`src/rtl/csb_seq.sv`:
```
// csb_seq: command sequencer that fetches fixed-length layer commands from a FWFT FIFO,
// decodes them and dispatches each to one of NUM_ENG engines under a per-command watchdog.
module csb_seq #(
    parameter int CMD_W     = 32,
    parameter int CMD_WORDS = 6,
    parameter int NUM_ENG   = 3,
    parameter int CNT_W     = 7,
    parameter int TIMEOUT_W = 24
) (
    input  logic                 clk,
    input  logic                 rst_n,
    input  logic                 op_en,
    input  logic                 op_abort,
    input  logic                 irq_clr,
    input  logic [CNT_W-1:0]     cmd_size,
    input  logic [CMD_W-1:0]     cmd,
    input  logic                 cmd_fifo_empty,
    output logic                 cmd_fifo_rd_en,
    output logic [NUM_ENG-1:0]   eng_ready,
    input  logic [NUM_ENG-1:0]   eng_valid,
    output logic [2:0]           op_type,
    output logic                 padding,
    output logic [7:0]           stride_1,
    output logic [15:0]          stride_2,
    output logic [15:0]          ich_size,
    output logic [15:0]          och_size,
    output logic [15:0]          ikn_size,
    output logic [15:0]          okn_size,
    output logic [31:0]          weight_addr,
    output logic [31:0]          data_addr,
    output logic [31:0]          wb_addr,
    output logic                 p0_reads_en,
    output logic                 p1_reads_en,
    output logic [CNT_W-1:0]     cmd_done_cnt,
    output logic                 busy,
    output logic                 irq,
    output logic                 err
);

    localparam int IDX_W = $clog2(CMD_WORDS);
    localparam logic [IDX_W-1:0]   LAST_IDX = IDX_W'(CMD_WORDS - 1);
    localparam logic [NUM_ENG-1:0] ENG_ONE  = NUM_ENG'(1);

    typedef enum logic [2:0] {
        S_IDLE,
        S_COLLECT,
        S_ISSUE,
        S_WAIT,
        S_DONE,
        S_ERROR
    } state_t;

    state_t               state;
    state_t               state_nxt;
    logic [IDX_W-1:0]     word_idx;
    logic [CNT_W-1:0]     size_r;
    logic [CNT_W-1:0]     cnt_inc;
    logic [TIMEOUT_W-1:0] wdog;
    logic [TIMEOUT_W-1:0] wdog_inc;
    logic [2:0]           eng_sel;
    logic                 op_legal;
    logic [NUM_ENG-1:0]   eng_onehot;
    logic                 sel_valid;
    logic                 wdog_expired;
    logic                 err_set;
    logic                 irq_set;
    logic                 start;

    // Engine decode: op_type 1..3 share engine 0, higher codes map one-to-one from engine 1.
    always_comb begin
        eng_sel  = 3'd0;
        op_legal = 1'b0;
        if (op_type >= 3'd4) begin
            eng_sel  = op_type - 3'd3;
            op_legal = (int'(eng_sel) < NUM_ENG);
        end else if (op_type != 3'd0) begin
            eng_sel  = 3'd0;
            op_legal = 1'b1;
        end
    end

    assign eng_onehot   = ENG_ONE << eng_sel;
    assign sel_valid    = |(eng_valid & eng_onehot);
    assign cnt_inc      = cmd_done_cnt + 1'b1;
    assign wdog_inc     = wdog + 1'b1;
    assign wdog_expired = &wdog_inc;

    always_ff @(posedge clk or negedge rst_n) begin
        if (!rst_n) begin
            state <= S_IDLE;
        end else begin
            state <= state_nxt;
        end
    end

    always_comb begin
        state_nxt      = state;
        cmd_fifo_rd_en = 1'b0;
        busy           = 1'b0;
        case (state)
            S_IDLE: begin
                if (op_en) begin
                    state_nxt = (cmd_size == '0) ? S_DONE : S_COLLECT;
                end
            end
            S_COLLECT: begin
                busy           = 1'b1;
                cmd_fifo_rd_en = !cmd_fifo_empty;
                if (!cmd_fifo_empty && (word_idx == LAST_IDX)) begin
                    state_nxt = S_ISSUE;
                end
            end
            S_ISSUE: begin
                busy      = 1'b1;
                state_nxt = op_legal ? S_WAIT : S_ERROR;
            end
            S_WAIT: begin
                busy = 1'b1;
                if (sel_valid) begin
                    state_nxt = (cnt_inc == size_r) ? S_DONE : S_COLLECT;
                end else if (wdog_expired) begin
                    state_nxt = S_ERROR;
                end
            end
            S_DONE: begin
                busy      = 1'b1;
                state_nxt = S_IDLE;
            end
            S_ERROR: begin
                if (irq_clr) begin
                    state_nxt = S_IDLE;
                end
            end
            default: state_nxt = S_IDLE;
        endcase
        // Abort overrides every other transition.
        if (op_abort) begin
            state_nxt = S_IDLE;
        end
    end

    assign start   = (state == S_IDLE) && op_en && !op_abort;
    assign err_set = (state_nxt == S_ERROR) && (state != S_ERROR);
    assign irq_set = err_set || ((state == S_DONE) && !op_abort);

    // Word index and field capture; fields hold until the next command's word 0 lands.
    always_ff @(posedge clk or negedge rst_n) begin
        if (!rst_n) begin
            word_idx    <= '0;
            op_type     <= '0;
            padding     <= 1'b0;
            stride_1    <= '0;
            stride_2    <= '0;
            ich_size    <= '0;
            och_size    <= '0;
            ikn_size    <= '0;
            okn_size    <= '0;
            weight_addr <= '0;
            data_addr   <= '0;
            wb_addr     <= '0;
        end else begin
            if (cmd_fifo_rd_en) begin
                word_idx <= (word_idx == LAST_IDX) ? '0 : word_idx + 1'b1;
                case (int'(word_idx))
                    0: begin
                        op_type  <= cmd[2:0];
                        padding  <= cmd[3];
                        stride_1 <= cmd[15:8];
                        stride_2 <= cmd[31:16];
                    end
                    1: begin
                        ich_size <= cmd[15:0];
                        och_size <= cmd[31:16];
                    end
                    2: begin
                        ikn_size <= cmd[15:0];
                        okn_size <= cmd[31:16];
                    end
                    3:       weight_addr <= cmd[31:0];
                    4:       data_addr   <= cmd[31:0];
                    5:       wb_addr     <= cmd[31:0];
                    default: ;
                endcase
            end else if (state != S_COLLECT) begin
                word_idx <= '0;
            end
        end
    end

    // Engine start and DMA enables, plus the per-command watchdog.
    always_ff @(posedge clk or negedge rst_n) begin
        if (!rst_n) begin
            eng_ready   <= '0;
            p0_reads_en <= 1'b0;
            p1_reads_en <= 1'b0;
            wdog        <= '0;
        end else begin
            if (op_abort || (state_nxt == S_ERROR) || ((state == S_WAIT) && sel_valid)) begin
                eng_ready   <= '0;
                p0_reads_en <= 1'b0;
                p1_reads_en <= 1'b0;
            end else if ((state == S_ISSUE) && op_legal) begin
                eng_ready   <= eng_onehot;
                p0_reads_en <= 1'b1;
                p1_reads_en <= (eng_sel == 3'd0);
            end
            if (state == S_ISSUE) begin
                wdog <= '0;
            end else if (state == S_WAIT) begin
                wdog <= wdog_inc;
            end
        end
    end

    // Run bookkeeping and sticky flags; a set beats a clear on the same edge.
    always_ff @(posedge clk or negedge rst_n) begin
        if (!rst_n) begin
            size_r       <= '0;
            cmd_done_cnt <= '0;
            irq          <= 1'b0;
            err          <= 1'b0;
        end else begin
            if (start) begin
                size_r       <= cmd_size;
                cmd_done_cnt <= '0;
            end else if ((state == S_WAIT) && sel_valid && !op_abort) begin
                cmd_done_cnt <= cnt_inc;
            end
            if (irq_set) begin
                irq <= 1'b1;
            end else if (irq_clr) begin
                irq <= 1'b0;
            end
            if (err_set) begin
                err <= 1'b1;
            end else if (irq_clr) begin
                err <= 1'b0;
            end
        end
    end

endmodule

```
`config.mk`:
```
export PLATFORM = sky130hd
export DESIGN_NAME = csb_seq
export DESIGN_NICKNAME = d
export VERILOG_FILES = /design/src/rtl/csb_seq.sv
export SDC_FILE = /design/constraint.sdc
export NUM_CORES = 1
export LEC_CHECK = 0
export BUFFER_PORTS_ARGS = -buffer_cell sky130_fd_sc_hd__buf_2
export CORE_ASPECT_RATIO = 1.2
export CORE_UTILIZATION = 53
export CTS_CLUSTER_DIAMETER = 200
export CTS_CLUSTER_SIZE = 24
export DETAILED_ROUTE_END_ITERATION = 10
export PLACE_DENSITY = 0.84
export SLEW_MARGIN = 15
export SYNTH_ARGS = -nofsm -noshare
export SYNTH_HDL_FRONTEND = slang
export SYNTH_SLANG_ARGS = --single-unit
```
`constraint.sdc`:
```
create_clock -name clk -period 3.25 [get_ports clk]
set_input_delay 0.325 -clock clk [delete_from_list [all_inputs] [get_ports clk]]
set_output_delay 0.325 -clock clk [all_outputs]
set_load 0.05 [all_outputs]
```
**After elaboration in Yosys (flattened, before gate mapping)**

Cells that the tools add are included.

- Add/sub/neg operators: 4
- $lt $le $gt $ge: 2
- Eq/ne operators: 14
- Shift operators: 1
- Multiplexer cells: 31
- Bitwise logic cells: 1
- Reductions and logical operators: 33

Operators by type and width:

| kind | count |
|---|---|
| 24-bit two-way mux | 2 |
| 3-bit two-way mux | 15 |
| 24-bit by 1-bit adder with 24-bit output (second input constant) | 1 |
| 24-bit AND reduction | 1 |
| 3-bit equality test (second input constant) | 5 |
| 3-bit case mux with 5 select lines | 1 |
| 7-bit two-way mux | 2 |
| 3-bit by 2-bit equality test with 1-bit output (second input constant) | 4 |
| 2-bit AND reduction | 6 |
| 2-bit nonzero test | 6 |
| 1-bit two-way mux | 11 |
| 3-bit zero test | 3 |
| 1-bit logical AND | 8 |
| 7-bit by 1-bit adder with 7-bit output (second input constant) | 1 |
| 7-bit equality test | 1 |
| 7-bit zero test | 1 |
| 3-bit by 1-bit equality test with 1-bit output (second input constant) | 2 |
| 4-bit OR reduction | 1 |
| 3-bit by 1-bit adder with 3-bit output (second input constant) | 1 |
| 3-bit AND | 1 |
| 3-bit greater-or-equal comparator (second input constant) | 1 |
| 1-bit logical OR | 3 |
| 3-bit by 2-bit less-than comparator with 1-bit output (second input constant) | 1 |
| 3-bit by 1-bit != test with 1-bit output (second input constant) | 1 |
| other kinds (6) | 7 |

- Register bits: 239
- Input bits: 48
- Output and inout port bits: 204
- Word-level logic and storage cells: 107

**Longest topological paths before layout**

- Word-level depth: 12
- Depth in mapped cells: 9
- Gate-level depth less buffers: 9

**Least setup slack after synthesis**

OpenSTA, ideal clock, no wires.

- Path type: register to register
- Start: reg op_type[0]
- End: reg eng_ready[0]
- Setup time: 0.139 ns
- Arrival time: 2.588 ns
- Required time: 3.111 ns
- Path slack: 0.522 ns
- Cell stages (with the launch flop): 10
- Path buffers: 0
- Clock period less this slack: 2.728 ns
- Path through: dfrtp_1 > inv_1 > ha_1 > or3b_2 > a21boi_0 > o21ai_1 > a21oi_1 > a21oi_1 > o21ba_2 > nor3b_1

- Cells in the longest elaborated chain, start to end: 12
- Elaborated cells on any way between the ends: 22
- Those cells by class: add/sub (1); order compare (2); eq/ne (1); shift (1); mux (9); bitwise (1); reduce/logical (7)

Ends and longest elaborated chain:

| what | RTL line | source |
|---|---|---|
| start: declaration | 21 | `output logic [2:0] op_type,` |
| start signal: assignment | 166 | `op_type <= cmd[2:0];` |
| 3-bit by 2-bit subtractor with 3-bit output or 3-bit greater-or-equal comparator (tied branches) | 74, 73 |  |
| 3-bit two-way mux | 73 | `if (op_type >= 3'd4) begin` |
| 1-bit by 3-bit << shifter with 3-bit output | 82 | `assign eng_onehot = ENG_ONE << eng_sel;` |
| 3-bit AND | 83 | `assign sel_valid = \|(eng_valid & eng_onehot);` |
| 3-bit OR reduction | 83 |  |
| 3-bit two-way mux | 119 | `if (sel_valid) begin` |
| 3-bit case mux with 5 select lines | 100 | `case (state)` |
| 3-bit two-way mux | 137 | `if (op_abort) begin` |
| 3-bit equality test | 198 | `if (op_abort \|\| (state_nxt == S_ERROR) \|\| ((state == S_WAIT) && sel_valid)) begin` |
| 1-bit logical OR (2 in a row) | 198 |  |
| 3-bit two-way mux or 2-bit nonzero test (tied branches) | -- |  |
| end signal: assignment | 203 | `eng_ready <= eng_onehot;` |
| end: declaration | 19 | `output logic [NUM_ENG-1:0] eng_ready,` |

Several ways; a longest one is shown, not always the timed one. The select of a mux whose other input is x is not followed.
A chain may end at the register's enable or synchronous reset.

**Final worst setup path**

- Start: reg wdog[0]
- End: reg irq

- Cells in the longest elaborated chain, start to end: 10
- Elaborated cells on any way between the ends: 11
- Those cells by class: add/sub (1); eq/ne (1); mux (5); reduce/logical (4)

Ends and longest elaborated chain:

| what | RTL line | source |
|---|---|---|
| start: declaration | 58 | `logic [TIMEOUT_W-1:0] wdog;` |
| start signal: assignment | 210 | `wdog <= wdog_inc;` |
| 24-bit by 1-bit adder with 24-bit output (*) | 85 | `assign wdog_inc = wdog + 1'b1;` |
| 24-bit AND reduction (*) | 86 | `assign wdog_expired = &wdog_inc;` |
| 3-bit two-way mux (*) | 121 | `end else if (wdog_expired) begin` |
| 3-bit two-way mux (*) | 119 |  |
| 3-bit case mux with 5 select lines (*) | 100 |  |
| 3-bit two-way mux (*) | 137 |  |
| 3-bit equality test (*) | 143 | `assign err_set = (state_nxt == S_ERROR) && (state != S_ERROR);` |
| 1-bit logical AND (*) | 143 |  |
| 1-bit logical OR (*) | 144 | `assign irq_set = err_set \|\| ((state == S_DONE) && !op_abort);` |
| 1-bit two-way mux or 2-bit nonzero test (tied branches) | -- |  |
| end signal: assignment | 220 | `irq <= 1'b0;` |
| end signal: assignment | 230 | `irq <= 1'b1;` |
| end signal: assignment | 232 | `irq <= 1'b0;` |
| end: declaration | 36 | `output logic irq,` |

Every way passes the cells marked *; elsewhere a longest branch is shown, timed or not.

==> flow_summary.json <==
{
  "rsz0062_at_grt": "false",
  "cpMaxStageDelayCell": "dfrtp_1",
  "cts_made_buffers": 13,
  "p_per_area_mw_per_mm2": 611.6,
  "overflow": 0,
  "route.detailed.drc": 0,
  "ir_worst_vdd_v": 0.0006588,
  "fmax_mhz": 353.7,
  "hold_viol_final": 0,
  "synth_top_area_share_pct": 58.18,
  "coreArea_mm2": 0.01886,
  "ys_top_cells_by_area": "dfrtp_1 (58%), mux2_2 (21%), nand2_1 (1.7%)",
  "synth_nets": 833,
  "syn_area_per_cell_um2": 13.14,
  "antenna_found_initial": 0,
  "routed_wl_um": 24950,
  "synthCells": 779,
  "n_fill_cell": 1435,
  "diodes": 0,
  "dpl_cell_area_mm2": 0.01186,
  "io_pins": 252,
  "io_buffer_count": 251,
  "path_clk_slew_ns": 0.10,
  "dr.pass1.iters": 4,
  "hold_path_class": "input pin to flip-flop",
  "dpl.hpwl_um": 17530,
  "grt_pass1_wl_um": 39920,
  "worstPathCellList": "ha_1 -> nand3_4 -> nor4b_1 -> o2111ai_1 -> a2111oi_0 -> nand4_1 -> o31a_1 -> o311ai_2",
  "finalNonFillerCells": 1280,
  "clk_latency_ns": 0.47,
  "drive_gt1_share_pct": 48.05,
  "cts_tree": "done",
  "dieArea_mm2": 0.01988,
  "cp_data_required_time_ns": 3.62,
  "grt_max_degree": 94,
  "yosysSeqAreaShare_pct": 58.18,
  "outcome": "complete, no violations",
  "rows": 55,
  "antenna_left": 0,
  "start_util_pct": 54.29,
  "syn_area_mm2": 0.01024,
  "grt_use_met3_pct": 6.468,
  "arrival_ns": 3.19,
  "utilization_pct": 64.76,
  "synth_edf_count": 0,
  "gr-max-usage-layer": "met2",
  "nets": 1079,
  "cts_htree_levels": 1,
  "fin_crit_ns": 2.827,
  "grt_pass1_vias": 7397,
  "grt_usage_pct": 25.79,
  "die-height_um": 154.2,
  "clk_path_buf_depth": 3,
  "relSlewSlack_pct": 50.20,
  "synth_largest_area_cell": "dfrtp_1",
  "syn_to_final_growth_pct": 19.29,
  "crit_path_end_kind": "flip-flop",
  "cpLargestDelayFamily": "compound AO/OA/AOI/OAI gates",
  "synth_common_cells": "dfrtp_1 (238), mux2_2 (189), nand2_1 (46), nor2_1 (40), o21ai_0 (28)",
  "ys.flop_type": "dfrtp_1",
  "wl_per_cell_um": 19.49,
  "setup_viol": 0,
  "worst_path_largest_cell_delay_ns": 0.47,
  "postCtsSetupRepairBufs": 0,
  "final.setup.tns_ns": 0,
  "maxSlewViolCount": 0,
  "drv_cap": 0,
  "ys_warn_count": 0,
  "grtUsageMet2_pct": 43.81,
  "startpoint_type": "flip-flop",
  "place_inst": 1265,
  "gp_congestion": 0.8660,
  "grtUsageMet1_pct": 32.92,
  "hold_slack_ns": 0.09557,
  "clkSinkCount": 238,
  "skew_ns": 0.02193,
  "ys_seq_elements": 238,
  "vias": 7080,
  "worst_slew_pin_slew_ns": 0.7469,
  "period_share_pct": 87.00,
  "die_w_um": 128.9,
  "fin_area_mm2": 0.01221,
  "synth_most_common_cell": "dfrtp_1",
  "first_iter_violations": 391,
  "critPathMaxFanout": 8,
  "p_leak_uw": 0.006237,
  "critPathBufInv": 0,
  "vias_per_cell": 5.531,
  "synthArstFlopShare_pct": 100.0,
  "clockRootBuffer": "clkbuf_16",
  "crit_type": "flip-flop to flip-flop",
  "ys_types": 62
}
==> placed cells by master (no fill, tap or decap), drive strengths merged, types with 16 or more instances in the layout <==
cell type	instances
xnor2	16
mux2i	16
nor2	40
nor3	21
buf	269
o21ai	29
nand2	46
nand3	18
mux2	193
dfrtp	238
==> cell type report <==
cell class | count | area, µm² | area share, %
flip-flops and latches | 238 | 5956 | 48.78
multi-input cells | 489 | 4085 | 33.46
repair buffers | 270 | 1461 | 11.97
clock buffers | 14 | 339.1 | 2.777
well taps | 256 | 320.3 | 2.623
inverters | 13 | 48.80 | 0.3996
==> metrics by stage <==
step	total power (µW)	setup WS, ns
finish	7468	0.4226
global route	7726	0.1025
CTS	7512	0.4796
detailed placement	5864	0.4939
global placement	5804	0.5491
floorplan	5217	0.5222
==> state kept, by name (all words and copies together) (netlist names), 24 cells and up <==
name	count
data_addr	32
wdog	24
weight_addr	32
wb_addr	32
==> power by group <==
group | switching, µW | internal, µW
Combinational | 1690 | 581
Clock | 914 | 747
Sequential | 219 | 3320
Total | 2820 | 4650
==> final timing paths <==
check	slack, ns	to	cells past startpoint	start
max	0.42	irq$_DFFE_PN0P_	8	wdog[0]$_DFFE_PN0P_
min	0.1	size_r[2]$_DFFE_PN0P_	3	cmd_size[2]
max reg2reg	0.42	irq$_DFFE_PN0P_	8	wdog[0]$_DFFE_PN0P_
min reg2reg	0.50	okn_size[8]$_DFFE_PN0P_	1	okn_size[8]$_DFFE_PN0P_
max in group asynchronous	1.87	cmd_done_cnt[3]$_DFFE_PN0P_	3	rst_n
min in group asynchronous	0.47	data_addr[6]$_DFFE_PN0P_	2	rst_n
==> metal layers <==
layer	wire length, µm	vias up
li1	-	3247
met1	10090	3582
met2	12610	214
met3	1711	37
met4	531	0
met5	0	-
==> logic make-up (layout without fill, tap and decap cells) <==
group / Yosys count / count (layout) / synth area share (%)
buffers and inverters: 52 / 297 / 2.200
multiplexers: 209 / 209 / 22.80
adder cells (fa/ha/maj): 6 / 6 / 0.7334
AO/OA/AOI/OAI: 71 / 71 / 4.560
XOR/XNOR: 22 / 22 / 1.882
flip-flops: 238 / 238 / 58.18
AND/OR/NAND/NOR: 181 / 181 / 9.644
==> tightest hold or removal path: cells and delay by family <==
kind                   cells  cell delay, ns
AOI/OAI and AO/OA          1            0.06
buffers and inverters      1            0.09
and+or+nand+nor            1            0.05
==> what timing repair did <==
item                                    4_1_cts  5_1_grt
endpoints found under the setup margin        0        0
gates resized for setup                       0        0
hold buffers                                  1        0
endpoints found under the hold margin        88        0
(Power assumes the default switching activity.)
